**src/rtl/hazard_pkg.sv**
```systemverilog
// Shared definitions for the hazard controller: forward selects, MDU FSM states,
// MDU counter width and the non-zero register match helper.
package hazard_pkg;

    localparam logic [1:0] FWD_RF  = 2'b00;
    localparam logic [1:0] FWD_WB  = 2'b01;
    localparam logic [1:0] FWD_MEM = 2'b10;

    localparam int MDU_CNT_W = 4;

    typedef enum logic {
        MDU_IDLE = 1'b0,
        MDU_BUSY = 1'b1
    } mdu_state_t;

    // $0 is hardwired to zero, so it never participates in a hazard or forward
    function automatic logic reg_match(input logic [4:0] a, input logic [4:0] b);
        return (a != 5'd0) && (a == b);
    endfunction

endpackage

```
**src/rtl/hazard_control_unit_if.sv**
```systemverilog
// Pipeline <-> hazard controller signal bundle; the pipeline side is the master,
// the hazard controller is the slave.
interface hazard_control_unit_if #(parameter int CNT_W = 16);

    logic [4:0]       RsD, RtD, RsE, RtE;
    logic [4:0]       WriteRegE, WriteRegM, WriteRegW;
    logic             RegWriteE, RegWriteM, RegWriteW;
    logic             MemtoRegE, MemtoRegM;
    logic             BranchD;
    logic             MduStartD, MduStartE;
    logic             MfhiloD;
    logic             StallF, StallD, FlushE;
    logic [1:0]       ForwardAE, ForwardBE;
    logic             ForwardAD, ForwardBD;
    logic             MduBusy;
    logic [CNT_W-1:0] StallCount, FlushCount;

    modport master (
        output RsD, RtD, RsE, RtE, WriteRegE, WriteRegM, WriteRegW,
               RegWriteE, RegWriteM, RegWriteW, MemtoRegE, MemtoRegM,
               BranchD, MduStartD, MduStartE, MfhiloD,
        input  StallF, StallD, FlushE, ForwardAE, ForwardBE,
               ForwardAD, ForwardBD, MduBusy, StallCount, FlushCount
    );

    modport slave (
        input  RsD, RtD, RsE, RtE, WriteRegE, WriteRegM, WriteRegW,
               RegWriteE, RegWriteM, RegWriteW, MemtoRegE, MemtoRegM,
               BranchD, MduStartD, MduStartE, MfhiloD,
        output StallF, StallD, FlushE, ForwardAE, ForwardBE,
               ForwardAD, ForwardBD, MduBusy, StallCount, FlushCount
    );

endinterface

```
**src/rtl/hazard_control_unit_mdu_busy_tracker.sv**
```systemverilog
// Tracks the multi-cycle multiply/divide unit so dependent HI/LO accesses in
// Decode can be held until the result is valid.
//
//   state    | meaning
//   ---------+-----------------------------------------------------------
//   MDU_IDLE | no MDU operation outstanding
//   MDU_BUSY | MDU operation in flight; cnt counts down to the valid cycle
module mdu_busy_tracker
    import hazard_pkg::*;
#(
    parameter int MDU_LATENCY = 4
) (
    input  logic CLK,
    input  logic RST,
    input  logic MduStartE,
    output logic busy,
    output logic last
);

    localparam logic [MDU_CNT_W-1:0] RELOAD = MDU_CNT_W'(MDU_LATENCY - 1);

    mdu_state_t           state;
    logic [MDU_CNT_W-1:0] cnt;

    always_ff @(posedge CLK or posedge RST) begin
        if (RST) begin
            state <= MDU_IDLE;
            cnt   <= '0;
        end else begin
            case (state)
                MDU_IDLE: begin
                    if (MduStartE) begin
                        state <= MDU_BUSY;
                        cnt   <= RELOAD;
                    end
                end
                MDU_BUSY: begin
                    // a new issue always restarts the count, back-to-back or not
                    if (MduStartE)
                        cnt <= RELOAD;
                    else if (cnt != '0)
                        cnt <= cnt - 1'b1;
                    else
                        state <= MDU_IDLE;
                end
                default: begin
                    state <= MDU_IDLE;
                    cnt   <= '0;
                end
            endcase
        end
    end

    assign busy = (state == MDU_BUSY);
    assign last = (cnt == '0);

endmodule

```
**src/rtl/hazard_control_unit.sv**
```systemverilog
// Hazard controller for the 5-stage MIPS pipeline: forwarding selects plus the
// combined load-use / branch / MDU stall. Performance counters: HAZARD_PERF_CNT_EN.
module hazard_control_unit
    import hazard_pkg::*;
#(
    parameter int MDU_LATENCY = 4,
    parameter int CNT_W       = 16
) (
    input logic                  CLK,
    input logic                  RST,
    hazard_control_unit_if.slave hif
);

    logic mdu_busy, mdu_last;
    logic lwstall, brstall, mdustall, stall;

    mdu_busy_tracker #(.MDU_LATENCY(MDU_LATENCY)) u_mdu (
        .CLK       (CLK),
        .RST       (RST),
        .MduStartE (hif.MduStartE),
        .busy      (mdu_busy),
        .last      (mdu_last)
    );

    always_comb begin
        hif.ForwardAE = FWD_RF;
        if (hif.RegWriteM && reg_match(hif.WriteRegM, hif.RsE))
            hif.ForwardAE = FWD_MEM;
        else if (hif.RegWriteW && reg_match(hif.WriteRegW, hif.RsE))
            hif.ForwardAE = FWD_WB;

        hif.ForwardBE = FWD_RF;
        if (hif.RegWriteM && reg_match(hif.WriteRegM, hif.RtE))
            hif.ForwardBE = FWD_MEM;
        else if (hif.RegWriteW && reg_match(hif.WriteRegW, hif.RtE))
            hif.ForwardBE = FWD_WB;
    end

    assign hif.ForwardAD = hif.RegWriteM && reg_match(hif.WriteRegM, hif.RsD);
    assign hif.ForwardBD = hif.RegWriteM && reg_match(hif.WriteRegM, hif.RtD);

    assign lwstall = hif.MemtoRegE &&
                     (reg_match(hif.RtE, hif.RsD) || reg_match(hif.RtE, hif.RtD));

    assign brstall = hif.BranchD &&
                     ((hif.RegWriteE && (reg_match(hif.WriteRegE, hif.RsD) ||
                                         reg_match(hif.WriteRegE, hif.RtD))) ||
                      (hif.MemtoRegM && (reg_match(hif.WriteRegM, hif.RsD) ||
                                         reg_match(hif.WriteRegM, hif.RtD))));

    // Decode may advance on the final BUSY cycle, when the count has reached zero
    assign mdustall = (hif.MfhiloD || hif.MduStartD) &&
                      (hif.MduStartE || (mdu_busy && !mdu_last));

    assign stall      = lwstall || brstall || mdustall;
    assign hif.StallF = stall;
    assign hif.StallD = stall;
    assign hif.FlushE = stall;
    assign hif.MduBusy = mdu_busy;

`ifdef HAZARD_PERF_CNT_EN
    logic             flush_q;
    logic [CNT_W-1:0] stall_cnt, flush_cnt;

    always_ff @(posedge CLK or posedge RST) begin
        if (RST) begin
            flush_q   <= 1'b0;
            stall_cnt <= '0;
            flush_cnt <= '0;
        end else begin
            flush_q <= stall;
            if (stall && (stall_cnt != '1))
                stall_cnt <= stall_cnt + 1'b1;
            if (stall && !flush_q && (flush_cnt != '1))
                flush_cnt <= flush_cnt + 1'b1;
        end
    end

    assign hif.StallCount = stall_cnt;
    assign hif.FlushCount = flush_cnt;
`else
    assign hif.StallCount = '0;
    assign hif.FlushCount = '0;
`endif

endmodule

```
**src/flat_wrapper.sv**
```systemverilog
// flat-port wrapper written by rule: the top's interface ports become plain ports
module hazard_control_unit_flat import hazard_pkg::*;
#(
    parameter int MDU_LATENCY = 4,
    parameter int CNT_W       = 16
)
  (CLK, RST, hif_RsD, hif_RtD, hif_RsE, hif_RtE, hif_WriteRegE, hif_WriteRegM, hif_WriteRegW, hif_RegWriteE, hif_RegWriteM, hif_RegWriteW, hif_MemtoRegE, hif_MemtoRegM, hif_BranchD, hif_MduStartD, hif_MduStartE, hif_MfhiloD, hif_StallF, hif_StallD, hif_FlushE, hif_ForwardAE, hif_ForwardBE, hif_ForwardAD, hif_ForwardBD, hif_MduBusy, hif_StallCount, hif_FlushCount);
  hazard_control_unit_if #(.CNT_W(CNT_W)) hif_i ();
  input logic CLK;
  input logic RST;
  input wire logic [$bits(hif_i.RsD)-1:0] hif_RsD;
  input wire logic [$bits(hif_i.RtD)-1:0] hif_RtD;
  input wire logic [$bits(hif_i.RsE)-1:0] hif_RsE;
  input wire logic [$bits(hif_i.RtE)-1:0] hif_RtE;
  input wire logic [$bits(hif_i.WriteRegE)-1:0] hif_WriteRegE;
  input wire logic [$bits(hif_i.WriteRegM)-1:0] hif_WriteRegM;
  input wire logic [$bits(hif_i.WriteRegW)-1:0] hif_WriteRegW;
  input wire logic [$bits(hif_i.RegWriteE)-1:0] hif_RegWriteE;
  input wire logic [$bits(hif_i.RegWriteM)-1:0] hif_RegWriteM;
  input wire logic [$bits(hif_i.RegWriteW)-1:0] hif_RegWriteW;
  input wire logic [$bits(hif_i.MemtoRegE)-1:0] hif_MemtoRegE;
  input wire logic [$bits(hif_i.MemtoRegM)-1:0] hif_MemtoRegM;
  input wire logic [$bits(hif_i.BranchD)-1:0] hif_BranchD;
  input wire logic [$bits(hif_i.MduStartD)-1:0] hif_MduStartD;
  input wire logic [$bits(hif_i.MduStartE)-1:0] hif_MduStartE;
  input wire logic [$bits(hif_i.MfhiloD)-1:0] hif_MfhiloD;
  output wire logic [$bits(hif_i.StallF)-1:0] hif_StallF;
  output wire logic [$bits(hif_i.StallD)-1:0] hif_StallD;
  output wire logic [$bits(hif_i.FlushE)-1:0] hif_FlushE;
  output wire logic [$bits(hif_i.ForwardAE)-1:0] hif_ForwardAE;
  output wire logic [$bits(hif_i.ForwardBE)-1:0] hif_ForwardBE;
  output wire logic [$bits(hif_i.ForwardAD)-1:0] hif_ForwardAD;
  output wire logic [$bits(hif_i.ForwardBD)-1:0] hif_ForwardBD;
  output wire logic [$bits(hif_i.MduBusy)-1:0] hif_MduBusy;
  output wire logic [$bits(hif_i.StallCount)-1:0] hif_StallCount;
  output wire logic [$bits(hif_i.FlushCount)-1:0] hif_FlushCount;
  assign hif_i.RsD = hif_RsD;
  assign hif_i.RtD = hif_RtD;
  assign hif_i.RsE = hif_RsE;
  assign hif_i.RtE = hif_RtE;
  assign hif_i.WriteRegE = hif_WriteRegE;
  assign hif_i.WriteRegM = hif_WriteRegM;
  assign hif_i.WriteRegW = hif_WriteRegW;
  assign hif_i.RegWriteE = hif_RegWriteE;
  assign hif_i.RegWriteM = hif_RegWriteM;
  assign hif_i.RegWriteW = hif_RegWriteW;
  assign hif_i.MemtoRegE = hif_MemtoRegE;
  assign hif_i.MemtoRegM = hif_MemtoRegM;
  assign hif_i.BranchD = hif_BranchD;
  assign hif_i.MduStartD = hif_MduStartD;
  assign hif_i.MduStartE = hif_MduStartE;
  assign hif_i.MfhiloD = hif_MfhiloD;
  assign hif_StallF = hif_i.StallF;
  assign hif_StallD = hif_i.StallD;
  assign hif_FlushE = hif_i.FlushE;
  assign hif_ForwardAE = hif_i.ForwardAE;
  assign hif_ForwardBE = hif_i.ForwardBE;
  assign hif_ForwardAD = hif_i.ForwardAD;
  assign hif_ForwardBD = hif_i.ForwardBD;
  assign hif_MduBusy = hif_i.MduBusy;
  assign hif_StallCount = hif_i.StallCount;
  assign hif_FlushCount = hif_i.FlushCount;
  hazard_control_unit #(.MDU_LATENCY(MDU_LATENCY), .CNT_W(CNT_W)) u_core (.CLK(CLK), .RST(RST), .hif(hif_i));
endmodule
```
**config.mk**
```make
export PLATFORM = sky130hd
export DESIGN_NAME = hazard_control_unit_flat
export DESIGN_NICKNAME = d
export VERILOG_FILES = /design/src/rtl/hazard_pkg.sv /design/src/rtl/hazard_control_unit_if.sv /design/src/rtl/hazard_control_unit_mdu_busy_tracker.sv /design/src/rtl/hazard_control_unit.sv /design/src/flat_wrapper.sv
export SDC_FILE = /design/constraint.sdc
export NUM_CORES = 1
export LEC_CHECK = 0
export CORE_MARGIN = 2
export CORE_UTILIZATION = 38
export DETAILED_ROUTE_END_ITERATION = 8
export PLACE_DENSITY = 0.84
export SLEW_MARGIN = 20
export SYNTH_ARGS = -nofsm -noshare
export SYNTH_HDL_FRONTEND = slang
export SYNTH_SLANG_ARGS = --single-unit
```
**constraint.sdc**
```tcl
create_clock -name CLK -period 3.1 [get_ports CLK]
set_input_delay 0.31 -clock CLK [delete_from_list [all_inputs] [get_ports CLK]]
set_output_delay 0.31 -clock CLK [all_outputs]
set_load 0.05 [all_outputs]
```
# After elaboration in Yosys (flattened, before gate mapping)
# Index checks and enable logic that the tools add are counted.
# totals
regBits	5
word_cells	66
inputBits	46
out_inout_bits	42
# classes
n_reduce_logical	38
mux	12
addsub	1
bitwise	1
eq_ne	12
# op_table
operator	count
5-bit == test	10
1-bit logical AND	22
5-bit nonzero test	4
4-bit two-way mux	3
1-bit logical OR	8
4-bit case mux with 2 select lines	1
1-bit two-way mux	5
4-bit zero test	1
2-bit two-way mux	2
4-bit nonzero test	1
4-bit by 1-bit subtractor with 4-bit output (second input constant)	1
3-bit by 2-bit inequality test with 1-bit output (second input constant)	1
2-bit inequality test (second input constant)	1
1-bit case mux with 2 select lines	1
2-bit AND reduction	1
1-bit zero test	1
1-bit inverter	1

# Depth between registers and ports, before layout
# Gate-level depths: netlist (run 1).
# logic_depth
ltp_word	8
ltp_mapped	8

# Modules after synthesis
# From an unflattened synthesis (run 1), not the netlist that was laid out.
# hier_totals
hier_cells	161
hier_area_um2	1270.0
# modules_own_cells
module	area_per_inst_um2	n_inst	seq_area_each_um2	cells_each
hazard_control_unit	987.2	1	0.0	134
mdu_busy_tracker	282.8	1	125.1	27

# Least setup slack after synthesis (run 1)
# OpenSTA, ideal clock, no wires.
# synth_path
path_type	input to output
startpoint	in hif_RtE[2]
endpoint	out hif_ForwardBE[0]
path_stages	5
path_buffers	1
required_ns	2.790
path_slack_ns	-0.113
arrival_ns	2.903
path_cell_list	clkbuf_1 xnor2_1 nand3_1 nor4_1 nor4_2
# synth_via
elab_chain_len	5
elab_cells_between_ends	8
classes_between	eq/ne: 2; mux: 2; reduce/logical: 4
# synth_lines
item	line_no	source
start: declaration	flat_wrapper.sv:14	input wire logic [$bits(hif_i.RtE)-1:0] hif_RtE;
5-bit == test	hazard_pkg.sv:18	return (a != 5'd0) && (a == b);
1-bit logical AND	hazard_pkg.sv:18	
1-bit logical AND	hazard_control_unit.sv:35	else if (hif.RegWriteW && reg_match(hif.WriteRegW, hif.RtE))
1-bit two-way mux	hazard_control_unit.sv:35	
2-bit two-way mux (*)	hazard_control_unit.sv:33	if (hif.RegWriteM && reg_match(hif.WriteRegM, hif.RtE))
end: declaration	flat_wrapper.sv:31	output wire logic [$bits(hif_i.ForwardBE)-1:0] hif_ForwardBE;
# Mark *: on every way between the ends. The rest lies on a longest branch, timed or not.

# Final worst setup path (run 1)
# layout_path
startpoint	in hif_WriteRegM[1]
endpoint	out hif_ForwardAD
# layout_via
elab_chain_len	3
elab_cells_between_ends	4
classes_between	eq/ne: 1; reduce/logical: 3
# layout_lines
item	line_no	source
start: declaration	flat_wrapper.sv:16	input wire logic [$bits(hif_i.WriteRegM)-1:0] hif_WriteRegM;
5-bit == test or 5-bit nonzero test (tied branches)	hazard_pkg.sv:18	
1-bit logical AND (*)	hazard_pkg.sv:18	
1-bit logical AND (*)	hazard_control_unit.sv:39	assign hif.ForwardAD = hif.RegWriteM && reg_match(hif.WriteRegM, hif.RsD);
end: declaration	flat_wrapper.sv:32	output wire logic [$bits(hif_i.ForwardAD)-1:0] hif_ForwardAD;
# Marks and branches as above.

==> results.md, run 1 <==
* ANT cells at 0
* Fill count at 314
* Post-CTS setup buffers at 0
* Critical Path Max Stage Delay at slightly below 700 ps
* Met2 wire length at between 1500 and 2000 µm
* Die height at ~61 µm
* Final GP Congestion at 0.869
* WP data required at ~2800 ps
* Max VDD drop at roughly 0.19 mV
* Post-DP HPWL at approximately 2700 µm
* Clock latency at the later pin of the worst-skew pair at 230 ps
* Largest net degree at the start of global routing at 7
* Post-Syn Area at 1230 µm²
* Net Switching at about 0.28 mW
* Fin Clk Skew at between 0.09 and 0.1 ps
* Post-Route Utilization at a little under three fifths
* Core Region at between 3000 and 4000 µm²
* Post-CTS Hold Buffers at 0
* Starting Density at approximately two fifths
* DRT antenna net count at 0
* Clock group share of total power at 13.1%
* Worst R2R Start: u_core.u_mdu.cnt[0]$_DFFE_PP0P_
* Largest area contributor in the netlist: buf_4
* Seq pwr share at around 18%
* Worst Path Buf+Inv at 2
* Sw Share at a little over 50%
* P_int at ~0.27 mW
* Area share of the largest cell type after synthesis at 22.0%
* Die width at between 60 and 70 µm
* Site row count at 20
* H-tree Lvls at 1
* Synth unique cells at 31
* First-pass GRT wire length at 4690 µm
* CTS buffer count at 3
* Rel. slew slack at 58.5%
* Critical setup path kind: input port to output port
* Post_cts resized at 0
* GRT Overall Usage at around 17%
* Peak Freq at 354 MHz
* Clk root buf: clkbuf_4
* Slack of the worst reg-to-reg path at 1400 ps
* Synth Warn # at 0
* CTS tree: yes
* R2R depth at 7
* Layout cells sized above 1 at about 9%
* Area Growth Syn to Fin at 37.6%
* Gate power share at about 70%
* Final setup TNS at 0 ps
* CP arrival at between 2000 and 3000 ps
* Pwr Total at 0.550 mW
* Endpoint class of the critical path: output port
* Number of nets in the layout at ~250
* Setup-failing EPs final at 0
* Slew @ Worst Pin at around 600 ps
* Hold Fails Final Rpt at 0
* Static Leak at 0.673 nW
* DR WL met3 at 203 µm
* Clock sink count at 5
* Pre-Repair DR Iteration Count at 4
* Wire length per cell at approximately 12 µm
* MaxCap Viol Count at 0
* Slowest-stage cell, CP: clkdlybuf4s50_1
* Synth top area cells: buf_4, xnor2_1, xor2_1
* Most frequent cells in the layout: clkdlybuf4s50_1, conb_1, xnor2_1
* Drt initial violations at 8
* Outcome: finished clean
* Drt via density at between 4 and 5
* Highest Signal Layer: met4
* Worst hold path class: input port to asynchronous set/reset pin
* Crit share post-route at 91.2%
* # port buffers at 55
* DR DRC count at 0
* Worst reg2reg endpoint: u_core.u_mdu.cnt[3]$_DFFE_PP0P_
* Grt total ovfl at 0
* Fin. max-slew vios at 0
* Top Family by Delay on Critical Path: buffers and inverters
* Cells after synthesis at approximately 160
* Final WL at between 2000 and 3000 µm
* Commonest non-fill, non-tap cell in the layout: clkdlybuf4s50_1
* Synth Area per Inst at slightly below 8 µm²
* Period minus WS final at 2830 ps
* Number of synthesized register bits at 5
* Clock tree buffer depth at 2
* Critical Path Most Common Cell: clkdlybuf4s50_1
* Pwr/cell area at between 300 and 400 nW/µm²
* Vias in the first global route at 1105
* Critical-path maximum fanout at 5
* CP startpoint kind: input port
* Cell chain of the critical path: clkdlybuf4s50_1 -> or4_4 -> nor2_1 -> nor4_1 -> and2_1 -> clkdlybuf4s50_1
* RSZ-0062 raised after global routing: false
* M1 WL at ~1100 µm
* Sequential fraction of the synthesis area at 10.2%
* Clk slew on worst S/H paths at 40 ps
* Initial antenna violation count at 0
* Io pins at a little under 90
* Routed via count at 1103
* Die Area at around 3700 µm²
power groups by stage:
stage	sequential, mW	combinational, mW	clock (mW)
floorplan	0.105	0.298	0
global placement	0.0987	0.374	0
detailed placement	0.0990	0.379	0
CTS	0.0981	0.381	0.0761
global route	0.101	0.409	0.0821
finish	0.0980	0.380	0.0723
synth_stat cells:
cell,instances
a211o_1,1
or4_4,1
conb_1,1
nand2b_1,1
nor4_1,5
o21bai_1,1
nor2_1,6
o31a_1,1
nand4_1,1
o211ai_1,1
o21ai_0,2
xnor2_1,29
nand3_1,8
inv_1,4
nand2_1,3
o22ai_1,1
buf_4,36
or4_1,5
clkbuf_1,5
xor2_1,23
o31ai_1,1
buf_6,1
ha_1,2
nor3_1,2
buf_2,2
o221ai_1,1
o21ai_2,1
dfrtp_1,5
nor4_2,2
and2_1,2
o2111ai_1,1
worst reg2reg max path: stages (launching register included):
cell and delay [ps]:
dfrtp_1 380, inv_1 100, ha_1 150, inv_1 50, o31ai_1 510, nor4_1 120
xnor2_1 190, nor2_1 80
cell type report:
class                      count  area (µm²)  area share, %
timing repair buffer          56         563           33.2
inverter                       4        15.0          0.886
clock buffer                   4        26.3           1.55
tap                           44        55.1           3.25
sequential                     5         125           7.39
multi-input combinational    133         910           53.7
flip-flops by register name, summed over array words and instances, names as in the netlist:
| name | count |
|---|---|
| u_core.u_mdu.cnt | 4 |
| u_core.u_mdu.busy | 1 |
worst max-delay path by stage:
stage	slack [ps]	from	endpoint	cells past startpoint
global route	160	hif_WriteRegM[1]	hif_ForwardAD	6
finish	270	hif_WriteRegM[1]	hif_ForwardAD	6
floorplan	480	hif_WriteRegM[1]	hif_ForwardAE[0]	5
CTS	270	hif_WriteRegM[1]	hif_ForwardAD	6
detailed placement	270	hif_WriteRegM[1]	hif_ForwardAD	6
global placement	320	hif_WriteRegM[3]	hif_ForwardAD	6
cell families after synthesis:
logic type | synth area share [%]
buf+inv | 26.4
compound gates | 6.71
fa+ha+maj | 2.03
xor+xnor | 37.0
other cells | 0.305
flops | 10.2
simple gates | 17.4
layer usage:
layer	vias up	global-route usage (%)
li1	545	-
met1	498	19.1
met2	56	30.6
met3	4	2.77
met4	0	7.14
met5	-	0
per-stage QoR:
stage / area, µm² / hold WS, ps / cells / setup slack (ps)
5_1_grt: 1690 / 297 / 246 / 164
3_3_place_gp: 1670 / 507 / 242 / 320
2_1_floorplan: 1360 / 88.5 / 186 / 475
6_report: 1690 / 271 / 246 / 271
3_5_place_dp: 1670 / 506 / 242 / 272
4_1_cts: 1690 / 269 / 246 / 270
(Power assumes the default switching activity.)
==> inputs of run 2 (changes only) <==
CAP_MARGIN = 5   (was default)
==> results of run 2 <==
No change in the layout: final DEF, timing and power equal those of run 1.
==> inputs of run 3 (changes only) <==
--- a/config.mk
+++ b/config.mk
@@ -6,5 +6,5 @@
 export NUM_CORES = 1
 export LEC_CHECK = 0
-export CAP_MARGIN = 5
+export CAP_MARGIN = 20
 export CORE_MARGIN = 2
 export CORE_UTILIZATION = 38
==> constraint.sdc (replaced) <==
create_clock -name CLK -period 3.1 [get_ports CLK]
set_input_delay 0.62 -clock CLK [delete_from_list [all_inputs] [get_ports CLK]]
set_output_delay 0.62 -clock CLK [all_outputs]
set_load 0.005 [all_outputs]
==> run 3 against run 2 <==
  * Total power is 16% lower
  * Register-to-register slack improved by 220 ps
  * Combinational power decreased by 24%
  * Worst setup slack lost 260 ps
  * Global-route usage is 0.73 points higher
  * Sequential share of layout area decreased by 0.67 points
  * Flip-flop and latch count unchanged
  * First-iteration DRC count grew to 3.3 times the previous value
==> results.md, run 3 (synthesis results as in run 1) <==
* Outcome: finished clean
* Site row count at 20 (unchanged)
* Endpoint class of the critical path: output port
* Area Growth Syn to Fin at 51.2%
* Clock sink count at 5 (unchanged)
* DR DRC count at 0 (unchanged)
* CP startpoint kind: input port
* Die width at 60.9 µm (unchanged)
* Final WL at 3230 µm (+12%)
* Worst hold path class: flip-flop to flip-flop
* Met2 wire length at 1700 µm (+11%)
* Wire length per cell at 12.2 µm (+3.6%)
* Initial antenna violation count at 0 (unchanged)
* Final setup margin at 11.9 ps (-260 ps)
* P_int at 0.291 mW (+6.5%)
* CTS buffer count at 3 (unchanged)
* Clock tree buffer depth at 2 (unchanged)
* RSZ-0062 raised after global routing: true
* Grt total ovfl at 0 (unchanged)
* # port buffers at 55 (unchanged)
* Clk slew on worst S/H paths at 40 ps (about the same)
* CP Launch Point: hif_WriteRegM[0]
* Fin. max-slew vios at 0 (unchanged)
* Worst reg2reg endpoint: u_core.u_mdu.cnt[3]$_DFFE_PP0P_
* Drt via density at 4.37 (-2.5%)
* Post-CTS setup buffers at 0 (unchanged)
* Setup-failing EPs final at 0 (unchanged)
* Slack of the worst reg-to-reg path at 1620 ps (+220 ps)
* Hold Fails Final Rpt at 0 (unchanged)
* WP data required at 2480 ps (-310 ps)
* Peak Freq at 324 MHz (-8.4%)
* M1 WL at 1290 µm (+16%)
* Period minus WS final at 3090 ps (+260 ps)
* Die height at 60.9 µm (unchanged)
* Vias in the first global route at 1094 (-1.0%)
* Static Leak at 0.800 nW (+19%)
* Number of nets in the layout at 270 (+7.6%)
* Sw Share at 37.3% (-13 points)
* CP arrival at 2470 ps (-50 ps)
* Post-CTS Hold Buffers at 0 (unchanged)
* Pre-Repair DR Iteration Count at 4 (unchanged)
* Post-DP HPWL at 2820 µm (+6.1%)
* Final GP Congestion at 0.876 (+0.78%)
* Fin Clk Skew at 5.57 ps (+5.48 ps)
* Io pins at 88 (unchanged)
* GRT Overall Usage at 17.5% (+0.73 points)
* R2R depth at 8 (+1)
* Slowest-stage cell, CP: or4_4
* Final setup TNS at 0 ps (unchanged)
* Pre-CTS setup slack at -247 ps (-518 ps)
* DR WL met3 at 197 µm (-3.0%)
* CTS tree: yes
* Starting Density at 40.0% (unchanged)
* Pwr Total at 0.463 mW (-16%)
* Critical Path Most Common Cell: clkdlybuf4s50_1
* Net Switching at 0.173 mW (-38%)
* First-pass GRT wire length at 4820 µm (+2.9%)
* Clock group share of total power at 15.8% (+2.7 points)
* Biggest register: u_core.u_mdu.cnt
* Max VDD drop at 0.107 mV (-45%)
* Highest Signal Layer: met4
* Critical setup path kind: input port to output port
* Layout cells sized above 1 at 15.4% (+6.5 points)
* Most frequent cells in the layout: clkdlybuf4s50_1, conb_1, xnor2_1
* Clock latency at the later pin of the worst-skew pair at 240 ps (about the same)
* Critical Path Max Stage Delay at 590 ps (-100 ps)
* MaxCap Viol Count at 0 (unchanged)
* Drt initial violations at 26 (+18)
* Routed via count at 1159 (+5.1%)
* ANT cells at 0 (unchanged)
* Crit share post-route at 99.6% (+8.4 points)
* Seq pwr share at 21.6% (+3.8 points)
* Worst R2R Start: u_core.u_mdu.cnt[0]$_DFFE_PP0P_
* DRT antenna net count at 0 (unchanged)
* Hold WS at 530 ps (+259 ps)
* Cell chain of the critical path: clkdlybuf4s50_1 -> or4_4 -> nor2_4 -> nor4_2 -> and2_1 -> clkdlybuf4s50_1
* Critical-path maximum fanout at 2 (-3)
* Max FFs per register at 4 (unchanged)
* Largest net degree at the start of global routing at 6 (-1)
* Gate power share at 62.7% (-6.3 points)
* H-tree Lvls at 1 (unchanged)
* Core Region at 3080 µm² (unchanged)
* Commonest non-fill, non-tap cell in the layout: clkdlybuf4s50_1
* Pwr/cell area at 249 nW/µm² (-23%)
* Setup crit end: hif_ForwardAD
* Die Area at 3710 µm² (unchanged)
* Clk root buf: clkbuf_4
[run 3: power groups by stage]
stage          Clock (mW)  Combinational (mW)  Sequential (mW)
2_1_floorplan           0               0.185           0.0965
3_3_place_gp            0               0.281           0.0988
3_5_place_dp            0               0.287            0.101
4_1_cts            0.0764               0.284           0.0998
5_1_grt            0.0815               0.321            0.103
6_report           0.0731               0.290           0.0998
[run 3: layout make-up]
cell class	instances	area, µm²
fill	279	1220
multi-input combinational	133	946
timing repair buffer	75	694
sequential	5	125
tap	44	55.1
clock buffer	4	26.3
inverter	4	15.0
[run 3: stage by stage]
| step | area, µm² | utilization (%) | cells |
|---|---|---|---|
| CTS | 1830 | 59.3 | 265 |
| global route | 1860 | 60.5 | 265 |
| detailed placement | 1790 | 58.3 | 261 |
| finish | 1860 | 60.5 | 265 |
| floorplan | 1350 | - | 186 |
| global placement | 1790 | 58.3 | 261 |
[run 3: timing repair]
action / CTS / global route
gates resized for setup: 8 / 12
setup endpoints to repair: 8 / 9
pin swaps: 0 / 2
cloned: 0 / 0
[run 3: worst min path at each step]
| stage | start | to | slack [ps] | cells after the start |
|---|---|---|---|---|
| 4_1_cts | u_core.u_mdu.cnt[1]$_DFFE_PP0P_ | u_core.u_mdu.cnt[1]$_DFFE_PP0P_ | 530 | 1 |
| 6_report | u_core.u_mdu.cnt[1]$_DFFE_PP0P_ | u_core.u_mdu.cnt[1]$_DFFE_PP0P_ | 530 | 1 |
| 5_1_grt | u_core.u_mdu.cnt[1]$_DFFE_PP0P_ | u_core.u_mdu.cnt[1]$_DFFE_PP0P_ | 560 | 1 |
| 3_5_place_dp | u_core.u_mdu.cnt[1]$_DFFE_PP0P_ | u_core.u_mdu.cnt[1]$_DFFE_PP0P_ | 520 | 1 |
| 2_1_floorplan | RST | u_core.u_mdu.busy$_DFF_PP0_ | 400 | 1 |
| 3_3_place_gp | u_core.u_mdu.cnt[1]$_DFFE_PP0P_ | u_core.u_mdu.cnt[1]$_DFFE_PP0P_ | 510 | 1 |
[run 3: layer usage]
| layer | GRT usage [%] | vias to the layer above |
|---|---|---|
| met4 | 7.76 | 0 |
| met2 | 30.9 | 56 |
| met1 | 21.6 | 516 |
| li1 | - | 583 |
| met3 | 1.28 | 4 |
| met5 | 0 | - |
[run 3: worst max-delay path: cells and delay by family]
family                 cells  cell delay (ps)
and+or+nand+nor            4              970
buffers and inverters      2              880
